===== config.mk =====
export PLATFORM = sky130hd
export DESIGN_NAME = axi_byte_bridge
export DESIGN_NICKNAME = d
export VERILOG_FILES = /design/src/rtl/axi_byte_bridge_pkg.sv /design/src/rtl/axi_byte_bridge_byte_lane_seq.sv /design/src/rtl/axi_byte_bridge.sv
export SDC_FILE = /design/constraint.sdc
export NUM_CORES = 1
export LEC_CHECK = 0
export ABC_AREA = 0
export BUFFER_PORTS_ARGS = -buffer_cell sky130_fd_sc_hd__buf_2
export CORE_ASPECT_RATIO = 1.1
export CORE_MARGIN = 2
export CORE_UTILIZATION = 55
export CTS_CLUSTER_SIZE = 16
export DETAILED_ROUTE_END_ITERATION = 8
export PLACE_DENSITY = 0.9
export SYNTH_ARGS = -nofsm -noshare
export SYNTH_HDL_FRONTEND = slang
export SYNTH_SLANG_ARGS = --single-unit

===== constraint.sdc =====
create_clock -name sys_clk -period 5.1 [get_ports sys_clk]
set_input_delay 1.02 -clock sys_clk [delete_from_list [all_inputs] [get_ports sys_clk]]
set_output_delay 1.02 -clock sys_clk [all_outputs]
set_load 0.02 [all_outputs]

===== src/rtl/axi_byte_bridge_pkg.sv =====
// ---------------------------------------------------------------------------
// axi_pkg
// Shared definitions for the AXI4-Lite to byte-port bridge:
//   - AXI response codes (OKAY / DECERR)
//   - bridge FSM state encoding
//   - control register bit index of the core run enable
//   - lowest_lane(): index of the lowest set bit of a 4-bit lane mask
// ---------------------------------------------------------------------------
package axi_pkg;

  localparam logic [1:0] RESP_OKAY   = 2'b00;
  localparam logic [1:0] RESP_DECERR = 2'b11;

  // Bit of the control register that drives the core's run enable.
  localparam int unsigned RUN_BIT = 0;

  typedef enum logic [2:0] {
    ST_IDLE    = 3'd0,
    ST_WR_BYTE = 3'd1,
    ST_WR_RESP = 3'd2,
    ST_RD_BYTE = 3'd3,
    ST_RD_WAIT = 3'd4,
    ST_RD_RESP = 3'd5
  } state_t;

  // Lowest set lane of a mask; returns 0 for an empty mask.
  function automatic logic [1:0] lowest_lane(input logic [3:0] mask);
    logic [1:0] lane;
    lane = 2'd0;
    for (int i = 3; i >= 0; i--) begin
      if (mask[i]) lane = 2'(i);
    end
    return lane;
  endfunction

endpackage


===== src/rtl/axi_byte_bridge_byte_lane_seq.sv =====
// ---------------------------------------------------------------------------
// byte_lane_seq
// Walks the set bits of a 4-bit lane mask in ascending order. The mask is
// loaded once per transaction; every advance retires the current lane.
// Ports:
//   clk_i     clock
//   rst_ni    asynchronous active-low reset
//   load_i    load mask_i as the set of pending lanes (wins over advance_i)
//   mask_i    lanes to visit (write strobes, or 4'hF for reads)
//   advance_i retire the current lane
//   lane_o    current (lowest pending) lane
//   valid_o   at least one lane is pending
//   last_o    the current lane is the only one pending
// ---------------------------------------------------------------------------
module byte_lane_seq
  import axi_pkg::*;
(
  input  logic       clk_i,
  input  logic       rst_ni,
  input  logic       load_i,
  input  logic [3:0] mask_i,
  input  logic       advance_i,
  output logic [1:0] lane_o,
  output logic       valid_o,
  output logic       last_o
);

  logic [3:0] pending_q;
  logic [3:0] pending_d;
  logic [3:0] pending_rest;

  // Clearing the lowest set bit retires the current lane.
  assign pending_rest = pending_q & (pending_q - 4'd1);

  always_comb begin
    pending_d = pending_q;
    if (load_i) begin
      pending_d = mask_i;
    end else if (advance_i) begin
      pending_d = pending_rest;
    end
  end

  always_ff @(posedge clk_i or negedge rst_ni) begin
    if (!rst_ni) begin
      pending_q <= 4'd0;
    end else begin
      pending_q <= pending_d;
    end
  end

  assign lane_o  = lowest_lane(pending_q);
  assign valid_o = |pending_q;
  assign last_o  = valid_o && (pending_rest == 4'd0);

endmodule


===== src/rtl/axi_byte_bridge.sv =====
// ---------------------------------------------------------------------------
// axi_byte_bridge
// AXI4-Lite slave that serializes each 32-bit beat into byte accesses on the
// core's byte-wide data port, plus a control register holding the core's
// run enable.
// Optional feature macro: AXI_BYTE_BRIDGE_DECERR_EN
//   defined   - addresses >= MEM_BYTES (other than CTRL_ADDR) answer DECERR
//               without touching memory, rdata = 0
//   undefined - such addresses wrap modulo MEM_BYTES and answer OKAY
// Ports:
//   sys_clk, rst_n          clock, asynchronous active-low reset
//   s_axi_aw* / s_axi_w*    write address / data channels (accepted together)
//   s_axi_b*                write response channel
//   s_axi_ar* / s_axi_r*    read address / data channels
//   mem_en, mem_we          byte access strobe / write enable to the core
//   mem_addr, mem_din       byte address / write data (hold between accesses)
//   mem_dout                byte read data, valid READ_LATENCY cycles after en
//   running                 core run enable (control register bit RUN_BIT)
// ---------------------------------------------------------------------------
module axi_byte_bridge
  import axi_pkg::*;
#(
  parameter int unsigned           ADDR_WIDTH   = 16,
  parameter int unsigned           BUS_WIDTH    = 64,
  parameter int unsigned           MEM_BYTES    = 4096,
  parameter logic [ADDR_WIDTH-1:0] CTRL_ADDR    = 16'hFFFC,
  parameter int unsigned           READ_LATENCY = 1
) (
  input  logic                  sys_clk,
  input  logic                  rst_n,
  input  logic [ADDR_WIDTH-1:0] s_axi_awaddr,
  input  logic                  s_axi_awvalid,
  output logic                  s_axi_awready,
  input  logic [31:0]           s_axi_wdata,
  input  logic [3:0]            s_axi_wstrb,
  input  logic                  s_axi_wvalid,
  output logic                  s_axi_wready,
  output logic [1:0]            s_axi_bresp,
  output logic                  s_axi_bvalid,
  input  logic                  s_axi_bready,
  input  logic [ADDR_WIDTH-1:0] s_axi_araddr,
  input  logic                  s_axi_arvalid,
  output logic                  s_axi_arready,
  output logic [31:0]           s_axi_rdata,
  output logic [1:0]            s_axi_rresp,
  output logic                  s_axi_rvalid,
  input  logic                  s_axi_rready,
  output logic                  mem_en,
  output logic                  mem_we,
  output logic [BUS_WIDTH-1:0]  mem_addr,
  output logic [7:0]            mem_din,
  input  logic [7:0]            mem_dout,
  output logic                  running
);

  localparam int unsigned MEM_AW = $clog2(MEM_BYTES);
  localparam int unsigned WAIT_W = (READ_LATENCY > 1) ? $clog2(READ_LATENCY) : 1;
  localparam logic [ADDR_WIDTH:0] MEM_LIMIT = (ADDR_WIDTH + 1)'(MEM_BYTES);

`ifdef AXI_BYTE_BRIDGE_DECERR_EN
  localparam bit DECERR_EN = 1'b1;
`else
  localparam bit DECERR_EN = 1'b0;
`endif

  state_t state_q;
  state_t state_d;

  logic [31:0]           wdata_q;
  logic [MEM_AW-3:0]     base_q;      // word index inside the memory window
  logic [1:0]            bresp_q;
  logic [1:0]            rresp_q;
  logic [31:0]           rdata_q;
  logic                  running_q;
  logic [WAIT_W-1:0]     wait_q;
  logic [BUS_WIDTH-1:0]  mem_addr_q;
  logic [7:0]            mem_din_q;

  // Address decode: the two byte-offset bits are ignored.
  logic [ADDR_WIDTH-1:0] aw_aligned;
  logic [ADDR_WIDTH-1:0] ar_aligned;
  logic                  aw_ctrl;
  logic                  ar_ctrl;
  logic                  aw_oor;
  logic                  ar_oor;
  logic                  unused_addr_lsbs;

  assign aw_aligned = {s_axi_awaddr[ADDR_WIDTH-1:2], 2'b00};
  assign ar_aligned = {s_axi_araddr[ADDR_WIDTH-1:2], 2'b00};
  assign aw_ctrl    = (aw_aligned == CTRL_ADDR);
  assign ar_ctrl    = (ar_aligned == CTRL_ADDR);
  assign aw_oor     = DECERR_EN && !aw_ctrl && ({1'b0, aw_aligned} >= MEM_LIMIT);
  assign ar_oor     = DECERR_EN && !ar_ctrl && ({1'b0, ar_aligned} >= MEM_LIMIT);
  assign unused_addr_lsbs = ^{s_axi_awaddr[1:0], s_axi_araddr[1:0]};

  logic wr_hs;
  logic rd_hs;
  logic wr_skip;   // write needs no byte cycles at all
  logic rd_skip;   // read needs no byte cycles at all

  assign wr_hs   = s_axi_awready;
  assign rd_hs   = s_axi_arready;
  assign wr_skip = aw_ctrl || aw_oor || (s_axi_wstrb == 4'd0);
  assign rd_skip = ar_ctrl || ar_oor;

  // Lane sequencer: write strobes select the lanes, reads visit all four.
  logic [3:0] seq_mask;
  logic       seq_advance;
  logic [1:0] seq_lane;
  logic       seq_valid;
  logic       seq_last;
  logic       wait_done;

  assign wait_done   = (wait_q == WAIT_W'(READ_LATENCY - 1));
  assign seq_mask    = wr_hs ? (wr_skip ? 4'd0 : s_axi_wstrb)
                             : (rd_skip ? 4'd0 : 4'hF);
  assign seq_advance = (state_q == ST_WR_BYTE) ||
                       ((state_q == ST_RD_WAIT) && wait_done);

  byte_lane_seq u_lane_seq (
    .clk_i     (sys_clk),
    .rst_ni    (rst_n),
    .load_i    (wr_hs || rd_hs),
    .mask_i    (seq_mask),
    .advance_i (seq_advance),
    .lane_o    (seq_lane),
    .valid_o   (seq_valid),
    .last_o    (seq_last)
  );

  // FSM state register
  always_ff @(posedge sys_clk or negedge rst_n) begin
    if (!rst_n) begin
      state_q <= ST_IDLE;
    end else begin
      state_q <= state_d;
    end
  end

  // FSM next state
  always_comb begin
    state_d = state_q;
    unique case (state_q)
      ST_IDLE: begin
        if (wr_hs) begin
          state_d = wr_skip ? ST_WR_RESP : ST_WR_BYTE;
        end else if (rd_hs) begin
          state_d = rd_skip ? ST_RD_RESP : ST_RD_BYTE;
        end
      end
      ST_WR_BYTE: if (seq_last || !seq_valid) state_d = ST_WR_RESP;
      ST_WR_RESP: if (s_axi_bready) state_d = ST_IDLE;
      ST_RD_BYTE: state_d = ST_RD_WAIT;
      ST_RD_WAIT: begin
        if (wait_done) begin
          state_d = (seq_last || !seq_valid) ? ST_RD_RESP : ST_RD_BYTE;
        end
      end
      ST_RD_RESP: if (s_axi_rready) state_d = ST_IDLE;
      default:    state_d = ST_IDLE;
    endcase
  end

  // FSM outputs. A complete AW+W pair takes priority over a pending AR.
  always_comb begin
    s_axi_awready = 1'b0;
    s_axi_wready  = 1'b0;
    s_axi_arready = 1'b0;
    s_axi_bvalid  = 1'b0;
    s_axi_rvalid  = 1'b0;
    mem_en        = 1'b0;
    mem_we        = 1'b0;
    unique case (state_q)
      ST_IDLE: begin
        s_axi_awready = s_axi_awvalid && s_axi_wvalid;
        s_axi_wready  = s_axi_awvalid && s_axi_wvalid;
        s_axi_arready = s_axi_arvalid && !(s_axi_awvalid && s_axi_wvalid);
      end
      ST_WR_BYTE: begin
        mem_en = 1'b1;
        mem_we = 1'b1;
      end
      ST_RD_BYTE: mem_en = 1'b1;
      ST_WR_RESP: s_axi_bvalid = 1'b1;
      ST_RD_RESP: s_axi_rvalid = 1'b1;
      default: ;
    endcase
  end

  // Byte port: live values during an access, last values otherwise.
  logic [MEM_AW-1:0] lane_addr;
  logic [7:0]        lane_byte;

  assign lane_addr = {base_q, seq_lane};
  assign lane_byte = wdata_q[{seq_lane, 3'b000} +: 8];
  assign mem_addr  = mem_en ? BUS_WIDTH'(lane_addr) : mem_addr_q;
  assign mem_din   = (mem_en && mem_we) ? lane_byte : mem_din_q;

  always_ff @(posedge sys_clk or negedge rst_n) begin
    if (!rst_n) begin
      wdata_q    <= 32'd0;
      base_q     <= '0;
      bresp_q    <= RESP_OKAY;
      rresp_q    <= RESP_OKAY;
      rdata_q    <= 32'd0;
      running_q  <= 1'b0;
      wait_q     <= '0;
      mem_addr_q <= '0;
      mem_din_q  <= 8'd0;
    end else begin
      if (wr_hs) begin
        wdata_q <= s_axi_wdata;
        base_q  <= aw_aligned[MEM_AW-1:2];
        bresp_q <= aw_oor ? RESP_DECERR : RESP_OKAY;
        if (aw_ctrl && s_axi_wstrb[RUN_BIT / 8]) begin
          running_q <= s_axi_wdata[RUN_BIT];
        end
      end
      if (rd_hs) begin
        base_q  <= ar_aligned[MEM_AW-1:2];
        rresp_q <= ar_oor ? RESP_DECERR : RESP_OKAY;
        rdata_q <= 32'd0;
        if (ar_ctrl) rdata_q[RUN_BIT] <= running_q;
      end
      if (state_q == ST_RD_BYTE) begin
        wait_q <= '0;
      end
      // mem_dout is captured at the end of the last wait cycle of each lane.
      if (state_q == ST_RD_WAIT) begin
        if (wait_done) begin
          rdata_q[{seq_lane, 3'b000} +: 8] <= mem_dout;
        end else begin
          wait_q <= wait_q + 1'b1;
        end
      end
      if (mem_en) mem_addr_q <= mem_addr;
      if (mem_en && mem_we) mem_din_q <= mem_din;
    end
  end

  assign s_axi_bresp = bresp_q;
  assign s_axi_rresp = rresp_q;
  assign s_axi_rdata = rdata_q;
  assign running     = running_q;

endmodule


[Word level (Yosys, flattened, before mapping)]
Cells that the tools add are included.
Widths: inputs -> output; s select.
Word-level totals
  register bits after elaboration: 155
  word-level logic and storage cells: 87
  input bits: 83
  output and inout port bits: 116
Cells by class
  reduce and logical (&&, ||, !) cells: 21
  $add $sub $neg: 3
  equality and inequality tests: 12
  bitwise operators: 2
  mux-type cells: 37
  shifts and indexed selects: 3
Operators by type and width (count)
  $mux 32: 3
  $mux 64: 1
  $bwmux 32: 1
  $shift 8x7->32 const A: 1
  $shiftx 32x6->8: 1
  $shiftx 8x7->32: 1
  $eq 14x14->1 const B: 2
  $mux 3: 8
  $mux 10: 2
  $mux 4: 5
  $pmux 3 s6: 1
  $mux 1: 10
  $mux 2: 5
  $logic_not 4->1: 2
  $mux 8: 1
  $neg 5->7: 1
  $eq 3x2->1 const B: 2
  $eq 3x3->1 const B: 2
  $logic_and 1x1->1: 6
  $ne 2x2->1 const B: 3
  $reduce_and 5->1: 1
  $and 4x4->4: 1
  $logic_or 1x1->1: 4
  $reduce_bool 2->1: 2
  11 further kinds: 12

[Logic depth before layout (Yosys ltp)]
  word-level depth: 9
  mapped depth: 9
  mapped depth without buffers: 8

[Modules after synthesis]
From an unflattened synthesis, not the netlist that was laid out.
Unflattened totals
  cell total of the unflattened synthesis: 640
  area, all modules: 6837.8 µm²
Modules (own cells, without submodules)
  axi_byte_bridge: instances 1, area an instance 6587.6 µm², sequential area each 3778.6 µm², cells an instance 611
  byte_lane_seq: instances 1, area an instance 250.2 µm², sequential area each 100.1 µm², cells an instance 29

[Least setup slack after synthesis]
No wires, ideal clock.
  path type: input -> output
  from: input s_axi_awvalid
  to: output s_axi_wready
  path slack: 2.118 ns
  data required time: 4.080 ns
  data arrival time: 1.962 ns
  path buffers: 2
  stages: 5
  cell sequence: and2_1 > nand2_1 > inv_2 > buf_2 > buf_4
On the way
  word-level cells in the longest chain between the ends: 2
RTL lines
  start, declared: line axi_byte_bridge.sv:32  | input logic s_axi_awvalid,
  $logic_and 1x1->1
  $mux 1
  end, declared: line axi_byte_bridge.sv:37  | output logic s_axi_wready,
Every way passes these cells.

[Final worst setup path]
  from: register state_q[2]
  to: output mem_addr[59]
On the way
  word-level cells in the longest chain between the ends: 4
  elaborated cells between the ends (all ways): 5
  those cells by class: eq/ne: 2; mux: 2; reduce/logical: 1
RTL lines
  start, declared: line axi_byte_bridge.sv:66  | state_t state_q;
  start signal, assigned: line axi_byte_bridge.sv:136  | state_q <= state_d;
  $eq 3x1->1 / $eq 3x2->1 (equally long branches): line axi_byte_bridge.sv:173  | unique case (state_q)
  $reduce_or 2->1 (no source line) (*)
  $mux 1 (*): line axi_byte_bridge.sv:173
  $mux 64 (*): line axi_byte_bridge.sv:196  | assign mem_addr = mem_en ? BUS_WIDTH'(lane_addr) : mem_addr_q;
  end, declared: line axi_byte_bridge.sv:50  | output logic [BUS_WIDTH-1:0] mem_addr,
Mark *: on every way between the ends. The rest lies on a longest branch, timed or not.

==> results.md <==
* PostCTS Resize Cnt at 0
* Setup_tns at 0 ns
* Synth Area in Adders at 0.928%
* Total clock sinks at 155
* Worst setup margin at 1.05 ns
* Mapped Area at 6740 um^2
* GP Congestion at 0.821
* Slew Limit Fails at 0
* Leak pwr at 4.53 nW
* Worst-Skew Late Latency at 0.40 ns
* DR vias/cell at 5.28
* Synth Area in Compound Gates at 8.93%
* Post-cts hold buffer count at 0
* Final wirelength at 14.4 mm
* Postcts setup bufs at 0
* Area delta synth->final at 24.4%
* # DRC at 0
* Commonest cells after routing, fill and taps aside: buf_2, nand2_1, dfrtp_1
* Power Total at 0.00465 W
* Initial DRC count at 280
* Initial core utilization at 56.3%
* Reg2Reg Setup Slack at 2.45 ns
* Initial antenna violation count at 0
* Placed Cells at 944
* Worst setup SP type: flip-flop
* TritonCTS buffer count at 17
* Hpwl dp at 10.2 mm
* First-pass GRT wire length at 23.5 mm
* Gate Count Post-Synth at 628
* Worst path arrival time at 3.03 ns
* Simple-Gate Fraction of Synth Area at 23.6%
* Cell variety after synth at 49
* Outcome: finished, final reports clean
* CP Max Fanout at 60
* Total track usage at 23.0%
* Fmax at 0.247 GHz
* Vias in the first global route at 4,772
* Post-synthesis mux area share at 5.81%
* Die Height at 120 um
* Final setup violation count at 0
* Crit path capture type: primary output
* CTS tree: done
* Overflow after GRT at 0
* Minimum clock period at 4.05 ns
* Nets at 897
* Via count at 5,152
* RSZ-0062 raised after global routing: no
* Drt wl/cell at 14.7 um
* Place WS at 1.49 ns
* # IOs at 199
* Largest family of logic cells by synthesized area: simple AND/OR/NAND/NOR gates
* Avg Cell Area, Syn at 10.7 um^2
* CTS Buffer Depth at 2
* TritonRoute pass-1 iters at 5
* FF+latch count, synth at 155
* Xor and xnor fraction of the mapped netlist area at 0%
* Slew HR at 23.6%
* Die W at 110 um
* Core area at 12,000 um^2
* Diodes inserted at 0
* Hold Path Class: reg -> reg
* Final Hold Viols at 0
* Clock Root Buffer: clkbuf_16
* Antenna-violating nets left at 0
* Worst-Margin Slew at 1.14 ns
* H-tree Lvls at 4
* Reg clk slew, reported paths at 0.05 ns
* Synth warn at 0
* Critical path type: reg -> out
* Req. time, crit path at 4.08 ns
* Port Buf Inserts at 190
* Die area at 13,200 um^2
* Post-route insts no fill at 976
* Layout cells sized above 1 at 31.9%
* Worst vdd ir at 0.359 mV
* # rows at 42
* Layout Skew at 0.00982 ns
* Seq/Total Area, Yosys at 57.5%
* Power density cells at 555 nW/um^2
* Max-Cap Viols at 0
* Commonest non-fill, non-tap cell in the layout: buf_2
* Final worst-path cycle share at 79.5%
* Largest net degree at the start of global routing at 90
* Hold_ws at 0.469 ns
## final cells by class
class / instances / area, um^2
Multi-Input combinational cell: 432 / 2670
Timing Repair Buffer: 195 / 1010
Sequential cell: 155 / 3880
Tap cell: 154 / 193
Inverter: 8 / 33.8
Clock inverter: 11 / 133
Clock buffer: 21 / 470
Fill cell: 891 / 3600
## sequential cells by signal, indices dropped and copies added (netlist names)
| signal | cells |
|---|---|
| mem_addr_q | 64 |
| s_axi_rdata | 32 |
| wdata_q | 32 |
| base_q | 10 |
| mem_din_q | 8 |
| u_lane_seq.pending_q | 4 |
| state_q | 3 |
| running | 1 |
| wait_q | 1 |
## layer usage
| metal | part of all wire, % | global-route usage [%] | vias up |
|---|---|---|---|
| met3 | 4.8 | 3.42 | 29 |
| met2 | 48 | 35.1 | 187 |
| met4 | 2.2 | 7.91 | 0 |
| met5 | 0 | 0 | - |
| li1 | - | - | 2469 |
| met1 | 45 | 33.8 | 2467 |
## Yosys cell counts (all sizes together)
library cell	instances	area share (%)
a2111oi	1	0.13
a211oi	3	0.33
a21o	1	0.11
a21oi	7	0.52
a22o	31	4.0
a22oi	14	1.6
a31oi	1	0.093
a41oi	1	0.13
and2	1	0.093
and2b	1	0.11
and3	2	0.19
buf	16	1.5
clkbuf	20	1.1
clkinv	1	0.056
conb	1	0.056
dfrtp	155	58
ha	5	0.93
inv	7	0.43
mux2	17	2.8
mux2i	2	0.30
mux4	8	2.7
nand2	171	9.6
nand2b	2	0.19
nand3	6	0.45
nand4	6	0.56
nor2	8	0.45
nor2b	104	9.6
nor3	5	0.52
nor3b	4	0.45
nor4	2	0.41
nor4b	2	0.71
o211ai	4	0.45
o21a	1	0.11
o21ai	9	0.67
o21ba	1	0.24
o22ai	1	0.093
o31a	1	0.13
o31ai	3	0.33
or4	3	0.33
## metrics by stage
stage	cell area (um^2)	utilization, %
6_report	8390	70.0
5_1_grt	8390	70.0
4_1_cts	8390	70.0
3_5_place_dp	7780	65.0
3_3_place_gp	7780	65.0
2_1_floorplan	6750	-
## path summary, 6_finish.rpt
kind                                          from              end  depth (start not counted)
min reg2reg                          mem_addr_q[0]    mem_addr_q[0]                          2
max                                     state_q[2]     mem_addr[59]                          6
max in group asynchronous                    rst_n   mem_addr_q[22]                          2
min in group asynchronous                    rst_n        base_q[1]                          1
min                                  mem_addr_q[0]    mem_addr_q[0]                          2
max reg2reg                u_lane_seq.pending_q[0]  s_axi_rdata[14]                          8
## kinds of logic after synthesis
kind of cell / count (synthesis)
flops: 155
fa+ha+maj: 5
compound gates: 79
simple gates: 317
mux: 27
other cells: 1
buf+inv: 44
## power by group
| part | switching, W | leakage, nW | internal [W] | total (W) |
|---|---|---|---|---|
| Combinational | 0.00109 | 2.18 | 0.000640 | 0.00173 |
| Clock | 0.000488 | 0.291 | 0.000767 | 0.00125 |
| Sequential | 0.000169 | 2.06 | 0.00150 | 0.00166 |
| Total | 0.00175 | 4.53 | 0.00290 | 0.00465 |
## worst max-delay path, cell delays in order, from the launching register on
cell      delay, ns
dfrtp_1        0.56
inv_1          0.15
nand2_2        0.33
clkinv_2       0.74
buf_12         0.46
nor2b_1        0.18
buf_2          0.19
(Power assumes the default switching activity.)
